`src/rtl/sat_pkg.sv`:
```
// Shared helpers for the multi-channel saturation block: wide signed clamp,
// sign extension and counter ceiling. Wide math is done in W_MAX bits.
package sat_pkg;

    localparam int W_MAX     = 64;
    localparam int DEF_N_BIT = 32;
    localparam int DZ_BIT    = DEF_N_BIT + 1;

    typedef logic signed [W_MAX-1:0] wide_t;

    function automatic wide_t clamp(
        input wide_t x,
        input wide_t lo,
        input wide_t hi
    );
        if (x > hi) return hi;
        if (x < lo) return lo;
        return x;
    endfunction

    // Sign-extend the low n bits of x to W_MAX; callers keep N_BIT+1 of it.
    function automatic wide_t sext(
        input logic [W_MAX-1:0] x,
        input int               n
    );
        wide_t r;
        for (int i = 0; i < W_MAX; i++) begin
            r[i] = (i < n) ? x[i] : x[n-1];
        end
        return r;
    endfunction

    function automatic logic [W_MAX-1:0] cnt_max(input int n);
        return {W_MAX{1'b1}} >> (W_MAX - n);
    endfunction

endpackage

```
`src/rtl/sat_channel.sv`:
```
// One channel of stage 2: clamp select, dead-zone, flags, event counter.
// Rate limiter present when SATURATION_MULTI_RATE_LIMIT_EN is defined.
module sat_channel
    import sat_pkg::*;
#(
    parameter int     N_BIT     = DEF_N_BIT,
    parameter int     DZ_W      = DZ_BIT,
    parameter int     CNT_BIT   = 16,
    parameter int     RATE_STEP = 8,
    parameter longint PREV_INIT = 0
) (
    input  logic                    clock,
    input  logic                    reset,
    input  logic                    en,
    input  logic signed [N_BIT-1:0] u,
    input  logic signed [N_BIT-1:0] lim_hi,
    input  logic signed [N_BIT-1:0] lim_lo,
    input  logic                    gt,
    input  logic                    lt,
    input  logic                    cnt_clear,
    input  logic                    ld_ok,
    input  logic signed [N_BIT-1:0] ld_hi,
    input  logic signed [N_BIT-1:0] ld_lo,
    output logic signed [N_BIT-1:0] u_sat,
    output logic signed [DZ_W-1:0]  u_dz,
    output logic                    sat_hi,
    output logic                    sat_lo,
    output logic [CNT_BIT-1:0]      sat_cnt,
    output logic                    rate_act
);

    localparam logic [W_MAX-1:0]   CMAX_W = cnt_max(CNT_BIT);
    localparam logic [CNT_BIT-1:0] CMAX   = CMAX_W[CNT_BIT-1:0];

    wide_t u_w;
    wide_t hi_w;
    wide_t lo_w;
    wide_t tgt_w;
    wide_t out_w;
    wide_t dz_w;

    assign u_w   = sext(W_MAX'(u), N_BIT);
    assign hi_w  = sext(W_MAX'(lim_hi), N_BIT);
    assign lo_w  = sext(W_MAX'(lim_lo), N_BIT);
    assign tgt_w = gt ? hi_w : (lt ? lo_w : u_w);
    assign dz_w  = u_w - out_w;

`ifdef SATURATION_MULTI_RATE_LIMIT_EN
    localparam logic signed [N_BIT-1:0] PREV_RST = N_BIT'(PREV_INIT);
    localparam wide_t STEP_HI = wide_t'(RATE_STEP);
    localparam wide_t STEP_LO = -STEP_HI;

    logic signed [N_BIT-1:0] prev;
    wide_t prev_w;
    wide_t delta_w;
    wide_t step_w;
    wide_t nxt_w;
    wide_t clip_w;
    logic  ract;
    logic  unused_rate;

    assign prev_w  = sext(W_MAX'(prev), N_BIT);
    assign delta_w = tgt_w - prev_w;
    assign step_w  = clamp(delta_w, STEP_LO, STEP_HI);
    assign out_w   = prev_w + step_w;
    assign ract    = (step_w != delta_w);
    assign nxt_w   = en ? out_w : prev_w;
    assign clip_w  = clamp(nxt_w,
                           sext(W_MAX'(ld_lo), N_BIT),
                           sext(W_MAX'(ld_hi), N_BIT));
    assign unused_rate = ^clip_w[W_MAX-1:N_BIT];

    // prev follows each emitted output, pulled into newly loaded limits
    always_ff @(posedge clock or posedge reset) begin
        if (reset) begin
            prev <= PREV_RST;
        end else if (ld_ok) begin
            prev <= clip_w[N_BIT-1:0];
        end else if (en) begin
            prev <= out_w[N_BIT-1:0];
        end
    end

    // step-limited flag travels with the emitted result
    always_ff @(posedge clock or posedge reset) begin
        if (reset) begin
            rate_act <= 1'b0;
        end else if (en) begin
            rate_act <= ract;
        end
    end
`else
    logic unused_rate;

    assign out_w       = tgt_w;
    assign rate_act    = 1'b0;
    assign unused_rate = ^{ld_ok, ld_hi, ld_lo};
`endif

    logic unused_hi;
    assign unused_hi = ^dz_w[W_MAX-1:DZ_W];

    // result registers hold their value between emitted samples
    always_ff @(posedge clock or posedge reset) begin
        if (reset) begin
            u_sat  <= '0;
            u_dz   <= '0;
            sat_hi <= 1'b0;
            sat_lo <= 1'b0;
        end else if (en) begin
            u_sat  <= out_w[N_BIT-1:0];
            u_dz   <= dz_w[DZ_W-1:0];
            sat_hi <= gt;
            sat_lo <= lt;
        end
    end

    // event counter: clear beats increment, sticks at the ceiling
    always_ff @(posedge clock or posedge reset) begin
        if (reset) begin
            sat_cnt <= '0;
        end else if (cnt_clear) begin
            sat_cnt <= '0;
        end else if (en && (gt || lt) && (sat_cnt != CMAX)) begin
            sat_cnt <= sat_cnt + 1'b1;
        end
    end

endmodule

```
`src/rtl/saturation_multi.sv`:
```
// Pipelined multi-channel signed saturation, 2-cycle latency, loadable limits.
// Optional rate limiter: define SATURATION_MULTI_RATE_LIMIT_EN.
module saturation_multi
    import sat_pkg::*;
#(
    parameter int     N_BIT       = DEF_N_BIT,
    parameter int     N_CH        = 4,
    parameter longint UPPER_LIMIT = 100,
    parameter longint LOWER_LIMIT = 0,
    parameter int     CNT_BIT     = 16,
    parameter int     RATE_STEP   = 8
) (
    input  logic                        clock,
    input  logic                        reset,
    input  logic                        in_valid,
    input  logic [N_CH*N_BIT-1:0]       u,
    input  logic                        lim_load,
    input  logic signed [N_BIT-1:0]     lim_upper,
    input  logic signed [N_BIT-1:0]     lim_lower,
    input  logic                        cnt_clear,
    output logic                        out_valid,
    output logic [N_CH*N_BIT-1:0]       u_sat,
    output logic [N_CH*(N_BIT+1)-1:0]   u_dz,
    output logic [N_CH-1:0]             sat_hi,
    output logic [N_CH-1:0]             sat_lo,
    output logic [N_CH*CNT_BIT-1:0]     sat_cnt,
    output logic                        lim_err,
    output logic [N_CH-1:0]             rate_act
);

    localparam int DW = N_BIT + 1;
    localparam longint PREV_INIT =
        (LOWER_LIMIT > 0) ? LOWER_LIMIT :
        ((UPPER_LIMIT < 0) ? UPPER_LIMIT : 64'sd0);
    localparam logic signed [N_BIT-1:0] UP_RST = N_BIT'(UPPER_LIMIT);
    localparam logic signed [N_BIT-1:0] LO_RST = N_BIT'(LOWER_LIMIT);

    logic signed [N_BIT-1:0] lim_hi;
    logic signed [N_BIT-1:0] lim_lo;
    logic                    ld_ok;

    logic                    v1;
    logic                    v2;
    logic [N_CH*N_BIT-1:0]   u1;
    logic signed [N_BIT-1:0] hi1;
    logic signed [N_BIT-1:0] lo1;
    logic [N_CH-1:0]         gt_c;
    logic [N_CH-1:0]         lt_c;
    logic [N_CH-1:0]         gt1;
    logic [N_CH-1:0]         lt1;

    assign ld_ok     = lim_load && (lim_lower <= lim_upper);
    assign out_valid = v2;

    // active limits; a bad request leaves them and raises the sticky error
    always_ff @(posedge clock or posedge reset) begin
        if (reset) begin
            lim_hi  <= UP_RST;
            lim_lo  <= LO_RST;
            lim_err <= 1'b0;
        end else if (ld_ok) begin
            lim_hi  <= lim_upper;
            lim_lo  <= lim_lower;
            lim_err <= 1'b0;
        end else if (lim_load) begin
            lim_err <= 1'b1;
        end
    end

    // stage 1: sample, the limits it was compared against, compare results
    always_ff @(posedge clock or posedge reset) begin
        if (reset) begin
            v1  <= 1'b0;
            v2  <= 1'b0;
            u1  <= '0;
            hi1 <= UP_RST;
            lo1 <= LO_RST;
            gt1 <= '0;
            lt1 <= '0;
        end else begin
            v1 <= in_valid;
            v2 <= v1;
            if (in_valid) begin
                u1  <= u;
                hi1 <= lim_hi;
                lo1 <= lim_lo;
                gt1 <= gt_c;
                lt1 <= lt_c;
            end
        end
    end

    for (genvar k = 0; k < N_CH; k++) begin : g_ch
        logic signed [N_BIT-1:0] uk;
        logic signed [N_BIT-1:0] u1k;

        assign uk      = u[k*N_BIT +: N_BIT];
        assign u1k     = u1[k*N_BIT +: N_BIT];
        assign gt_c[k] = uk > lim_hi;
        assign lt_c[k] = uk < lim_lo;

        sat_channel #(
            .N_BIT    (N_BIT),
            .DZ_W     (DW),
            .CNT_BIT  (CNT_BIT),
            .RATE_STEP(RATE_STEP),
            .PREV_INIT(PREV_INIT)
        ) u_chan (
            .clock    (clock),
            .reset    (reset),
            .en       (v1),
            .u        (u1k),
            .lim_hi   (hi1),
            .lim_lo   (lo1),
            .gt       (gt1[k]),
            .lt       (lt1[k]),
            .cnt_clear(cnt_clear),
            .ld_ok    (ld_ok),
            .ld_hi    (lim_upper),
            .ld_lo    (lim_lower),
            .u_sat    (u_sat[k*N_BIT +: N_BIT]),
            .u_dz     (u_dz[k*DW +: DW]),
            .sat_hi   (sat_hi[k]),
            .sat_lo   (sat_lo[k]),
            .sat_cnt  (sat_cnt[k*CNT_BIT +: CNT_BIT]),
            .rate_act (rate_act[k])
        );
    end

endmodule

```
`config.mk`:
```
export PLATFORM = sky130hd
export DESIGN_NAME = saturation_multi
export DESIGN_NICKNAME = d
export VERILOG_FILES = /design/src/rtl/sat_pkg.sv /design/src/rtl/sat_channel.sv /design/src/rtl/saturation_multi.sv
export SDC_FILE = /design/constraint.sdc
export NUM_CORES = 2
export LEC_CHECK = 0
export CELL_PAD_IN_SITES_DETAIL_PLACEMENT = 0
export CELL_PAD_IN_SITES_GLOBAL_PLACEMENT = 1
export CORE_MARGIN = 2
export CORE_UTILIZATION = 44
export CTS_CLUSTER_DIAMETER = 30
export DETAILED_ROUTE_END_ITERATION = 6
export PLACE_DENSITY = 0.82
export SLEW_MARGIN = 10
export SYNTH_ARGS = -nofsm -noshare
export SYNTH_HDL_FRONTEND = slang
export SYNTH_SLANG_ARGS = --single-unit
```
`constraint.sdc`:
```
create_clock -name clock -period 26.1 [get_ports clock]
set_input_delay 7.83 -clock clock [delete_from_list [all_inputs] [get_ports clock]]
set_output_delay 7.83 -clock clock [all_outputs]
set_load 0.01 [all_outputs]
```
; Word level (Yosys, flattened, before mapping)
; Index checks and enable logic that the tools add are counted.
[totals]
reg_bits = 599
inputBits = 197
out_inout_bits = 338
[classes]
add_sub_neg = 8
n_lt_le_gt_ge = 9
eq_ne = 4
n_mux = 18
n_reduce_logical = 18
[ops]
columns = cell, n
row1 = 33-bit two-way mux, 8
row2 = 32-bit by 33-bit subtractor with 33-bit output, 4
row3 = 32-bit greater-than comparator, 4
row4 = 32-bit < comparator, 4
row5 = 16-bit two-way mux, 8
row6 = 16-bit by 1-bit adder with 16-bit output (second input constant), 4
row7 = 16-bit != test (second input constant), 4
row8 = 32-bit <= comparator, 1
row9 = 2-bit nonzero test, 5
row10 = 1-bit logical AND, 9
row11 = 1-bit logical OR, 4
row12 = 1-bit two-way mux, 2

; Depth between registers and ports, before layout
[logic_depth]
word_depth = 5
depth_mapped = 17
ltp_nobuf = 14

; Cells and area by module
; Synthesis repeated with hierarchy kept, for this count alone.
[unflattened]
cells_unflattened = 3961
hier_area_um2 = 39245.1
[modules_own_cells]
columns = mod, instances, cells_each, area_per_inst_um2, seq_area_each_um2
row1 = saturation_multi, 1, 1403, 16395.7, 6688.9
row2 = sat_channel (g_ch[1].u_chan ...), 2, 657, 5831.8, 2077.0
row3 = sat_channel (g_ch[0].u_chan ...), 2, 622, 5592.9, 2077.0

; Worst setup path after synthesis
; No wires, ideal clock.
[synth_path]
path_kind = input-to-reg
from = in lim_upper[5]
to = reg lim_lo[0]
setup_time_ns = 0.125
arrival_time_ns = 10.119
t_required_ns = 25.975
slack_ns = 15.856
stages = 13
path_cell_list = inv_1 ha_1 a21o_1 a21o_1 a21oi_1 o21ai_0 a21o_1 nand2_1 a31oi_1 nor2b_1 clkbuf_1 buf_1 mux2_2
[synth_between]
elab_chain_len = 2
[synth_lines]
columns = element, line
row1 = start: declaration, saturation_multi.sv:18  ; input logic signed [N_BIT-1:0] lim_upper,
row2 = 32-bit <= comparator, saturation_multi.sv:52  ; assign ld_ok = lim_load && (lim_lower <= lim_upper);
row3 = 1-bit logical AND, saturation_multi.sv:52
row4 = end signal: assignment, saturation_multi.sv:63  ; lim_lo <= lim_lower;
row5 = end: declaration, saturation_multi.sv:39  ; logic signed [N_BIT-1:0] lim_lo;
; Every way passes these cells.
; A chain may end at the register's enable or synchronous reset.

; Final worst setup path
[layout_path]
from = in lim_upper[31]
to = reg lim_lo[20]
; Same word-level chain as after synthesis.

==> flow_metrics.py <==
metrics = {
    "status": {
        "status": "finished, final reports clean",
    },
    "placement": {
        "post_dp_cell_area_sq_um": 43860,
        "finalWeightedCongestion": 0.9453,
        "io_buffers": 530,
        "hpwl_microns": 106700,
        "post-place-ws_ps": 13530,
    },
    "synthesis": {
        "syn_area_sq_um": 37540,
        "yosys.area_share.simple_pct": 10.22,
        "synth-seq-cells": 599,
        "synth_top_family_by_area": "compound AO/OA/AOI/OAI gates",
        "syn_inst": 3734,
        "synth-xor-area-share_pct": 3.267,
        "synth_compound_area_share_pct": 15.04,
        "synth_enable_flop_cells": 0,
        "synth_adder_area_share_pct": 14.08,
        "synth_ff_type": "dfrtp_1",
        "yosysWarnings": 0,
        "async_flop_share_pct": 100.0,
        "syn_area_per_cell_sq_um": 10.05,
        "yosysSeqAreaShare_pct": 39.95,
        "ys_types": 76,
        "synthMuxAreaShare_pct": 14.06,
    },
    "pwr": {
        "power_mw": 6.496,
        "vdd_drop_max_uv": 86.84,
        "p_per_area_nw_per_um2": 130.5,
        "p_leak_nw": 22.63,
    },
    "layout": {
        "nets": 4914,
        "final_cell_mix": "584 x dfrtp_1, 528 x clkdlybuf4s50_1, 416 x ha_1",
        "layout_commonest_cell": "dfrtp_1",
        "seqCellArea_sq_um": 15010,
        "syn_to_final_growth_pct": 32.65,
        "layout-drive-gt1-share_pct": 15.08,
        "final_util_pct": 58.66,
        "fillers": 7318,
        "finish.instance_area_sq_um": 49790,
        "multi_input_area_sq_um": 21300,
    },
    "sta": {
        "fmax_mhz": 84.64,
        "clock_skew_ps": 41.66,
        "worst_pin_slew_ps": 1261,
        "hold_viol": 0,
        "slew-limit-headroom_pct": 15.75,
        "fin_ws_ps": 14290,
        "setup_viol": 0,
        "fin_crit_ps": 11810,
        "rsz0062_at_grt": "no",
        "tns_ps": 0,
        "fin_crit_sh_pct": 45.27,
        "drv_slew": 0,
    },
    "hold_path": {
        "min_path_type": "reg -> reg",
        "min_from": "g_ch[1].u_chan.u_dz[18]$_DFFE_PP0P_",
        "min_delay_path_depth": 2,
        "hold_end": "g_ch[1].u_chan.u_dz[18]$_DFFE_PP0P_",
    },
    "clocking": {
        "cts_sinks": 599,
        "clk_pin_slew_worst_paths_ps": 50,
        "cts_tree": "done",
        "cts_resized": 0,
        "postCtsSetupBuffers": 0,
        "clockBufferDepth": 3,
        "postCtsHoldBufs": 0,
        "clock_latency_ps": 740,
        "root_buffer": "clkbuf_16",
        "cts_buffers": 160,
        "htree_levels": 4,
    },
    "routing": {
        "vias": 31827,
        "via_per_inst": 5.689,
        "finalWirelength_microns": 138800,
        "postRouteAntennaNets": 0,
        "avgRoutedWirePerCell_microns": 24.81,
        "drt_iter0_markers": 2467,
        "first_pass_iters": 6,
        "drc": 0,
    },
    "worst_setup_path": {
        "cp-start-kind": "primary input",
        "r2r_slack_ps": 20620,
        "cp_max_fo": 33,
        "critPathMaxStageDelay_ps": 980,
        "arrival_ps": 12430,
        "r2r_cells": 15,
        "r2r-end": "g_ch[0].u_chan.u_dz[31]$_DFFE_PP0P_",
        "crit_type": "in -> reg",
        "cp_data_required_time_ps": 26710,
        "cp_num_buf_inv": 3,
        "timing.rr.start": "lt1[0]$_DFFE_PP0P_",
        "endpoint_kind": "flip-flop",
        "critPathTopFamily": "simple AND/OR/NAND/NOR gates",
        "cpMaxStageDelayCell": "nor2b_4",
        "path_cells": "clkdlybuf4s50_1 > inv_1 > ha_1 > nand4_1 > nor4_1 > nand3_1 > o21ai_0 > a31oi_1 > nor2b_4 > buf_4 > mux2_2",
    },
    "global_routing": {
        "antenna_found_initial": 27,
        "grt_pass1_vias": 31123,
        "overflow": 0,
        "grt_use_met2_pct": 48.88,
        "grt_max_degree": 153,
        "met1_usage_pct": 41.51,
        "grt_pass1_wl_microns": 202200,
        "top_usage_layer": "met2",
        "grt.total_usage_pct": 31.26,
        "gr-usage-met3_pct": 6.955,
    },
    "floorplan": {
        "die_area_sq_um": 87660,
        "core_area_sq_um": 84880,
        "io_pins": 535,
        "die_h_microns": 296.1,
        "num_rows": 107,
        "die_w_microns": 296.1,
        "initial_utilization_pct": 44.22,
    },
    "flow_run": {
        "cap_violations": 0,
    },
}
## worst max-delay path by stage
stage	start	endpoint	slack, ps	depth (start not counted)
floorplan	reset	g_ch[0].u_chan.sat_cnt[0]$_DFFE_PP0P_	1510	1
global placement	lim_upper[31]	lim_lo[21]$_DFFE_PP0P_	13550	11
detailed placement	lim_upper[31]	lim_lo[20]$_DFFE_PP0P_	13530	11
CTS	lim_upper[31]	lim_lo[31]$_DFFE_PP0P_	14310	11
global route	lim_upper[31]	lim_lo[31]$_DFFE_PP0P_	14110	11
finish	lim_upper[31]	lim_lo[20]$_DFFE_PP0P_	14290	11
## worst reg2reg max path: cells and delay by family, from the launching register on
| kind | cells | cell delay [ps] |
|---|---|---|
| AO/OA/AOI/OAI | 7 | 2650 |
| buffers and inverters | 2 | 670 |
| flip-flops | 1 | 620 |
| AND/OR/NAND/NOR | 2 | 560 |
| multiplexers | 2 | 480 |
| adder cells (fa/ha/maj) | 1 | 300 |
| XOR/XNOR | 1 | 120 |
## synthesized netlist by cell type, drive strengths merged (27+ instances only)
| cell type | count | area, sq um |
|---|---|---|
| nand2b | 27 | 168.9 |
| nand2 | 266 | 998.5 |
| nor2b | 33 | 206.5 |
| inv | 163 | 611.8 |
| buf | 41 | 201.5 |
| ha | 416 | 5205 |
| o21ai | 268 | 1341 |
| xor2 | 65 | 569.3 |
| o21a | 29 | 217.7 |
| nand3 | 40 | 200.2 |
| a21oi | 305 | 1526 |
| xnor2 | 75 | 656.9 |
| nor2 | 284 | 1066 |
| mux2i | 168 | 1682 |
| clkbuf | 115 | 451.7 |
| nand4 | 77 | 481.7 |
| dfrtp | 593 | 14840 |
| a21o | 156 | 1172 |
| mux2 | 319 | 3596 |
## final cells by class
| class | count | share of cell area (%) |
|---|---|---|
| multi-input cells | 2819 | 42.77 |
| repair buffers | 554 | 11.04 |
| diodes | 21 | 0.1055 |
| clock inverters | 104 | 3.096 |
| clock buffers | 190 | 8.710 |
| well taps | 1144 | 2.875 |
| inverters | 163 | 1.259 |
| flip-flops and latches | 599 | 30.15 |
## flip-flops by register name, summed over array words and instances, names as in the netlist, 32 cells and up
name                 cells
g_ch.u_chan.sat_cnt     64
u1                     128
g_ch.u_chan.u_dz       132
hi1                     32
lim_lo                  32
lim_hi                  32
lo1                     32
g_ch.u_chan.u_sat      128
## power breakdown
part / leakage (nW) / switching (mW) / internal (mW)
registers: 7.21 / 0.320 / 1.23
clock network: 2.81 / 0.660 / 1.44
logic: 12.6 / 1.57 / 1.28
total: 22.6 / 2.54 / 3.95
## per-stage QoR
| stage | std cells | hold slack (ps) |
|---|---|---|
| after detailed placement | 5279 | 471.8 |
| after CTS | 5573 | 483.0 |
| final | 5594 | 478.0 |
| after global placement | 5279 | 467.2 |
| after global routing | 5593 | 497.1 |
| after floorplan | 3737 | 410.1 |
## cell families after synthesis
kind of cell | Yosys count
simple gates | 837
compound gates | 931
mux | 487
other cells | 1
fa+ha+maj | 420
buf+inv | 319
flops | 599
xor+xnor | 140
## per-layer routing
metal  share of wire [%]  wire (microns)
met5               0.066              91
met4                 4.1            5627
met3                 7.4           10330
met2                  46           63300
met1                  43           59420
Note: power is estimated with default switching activity, not from simulation.
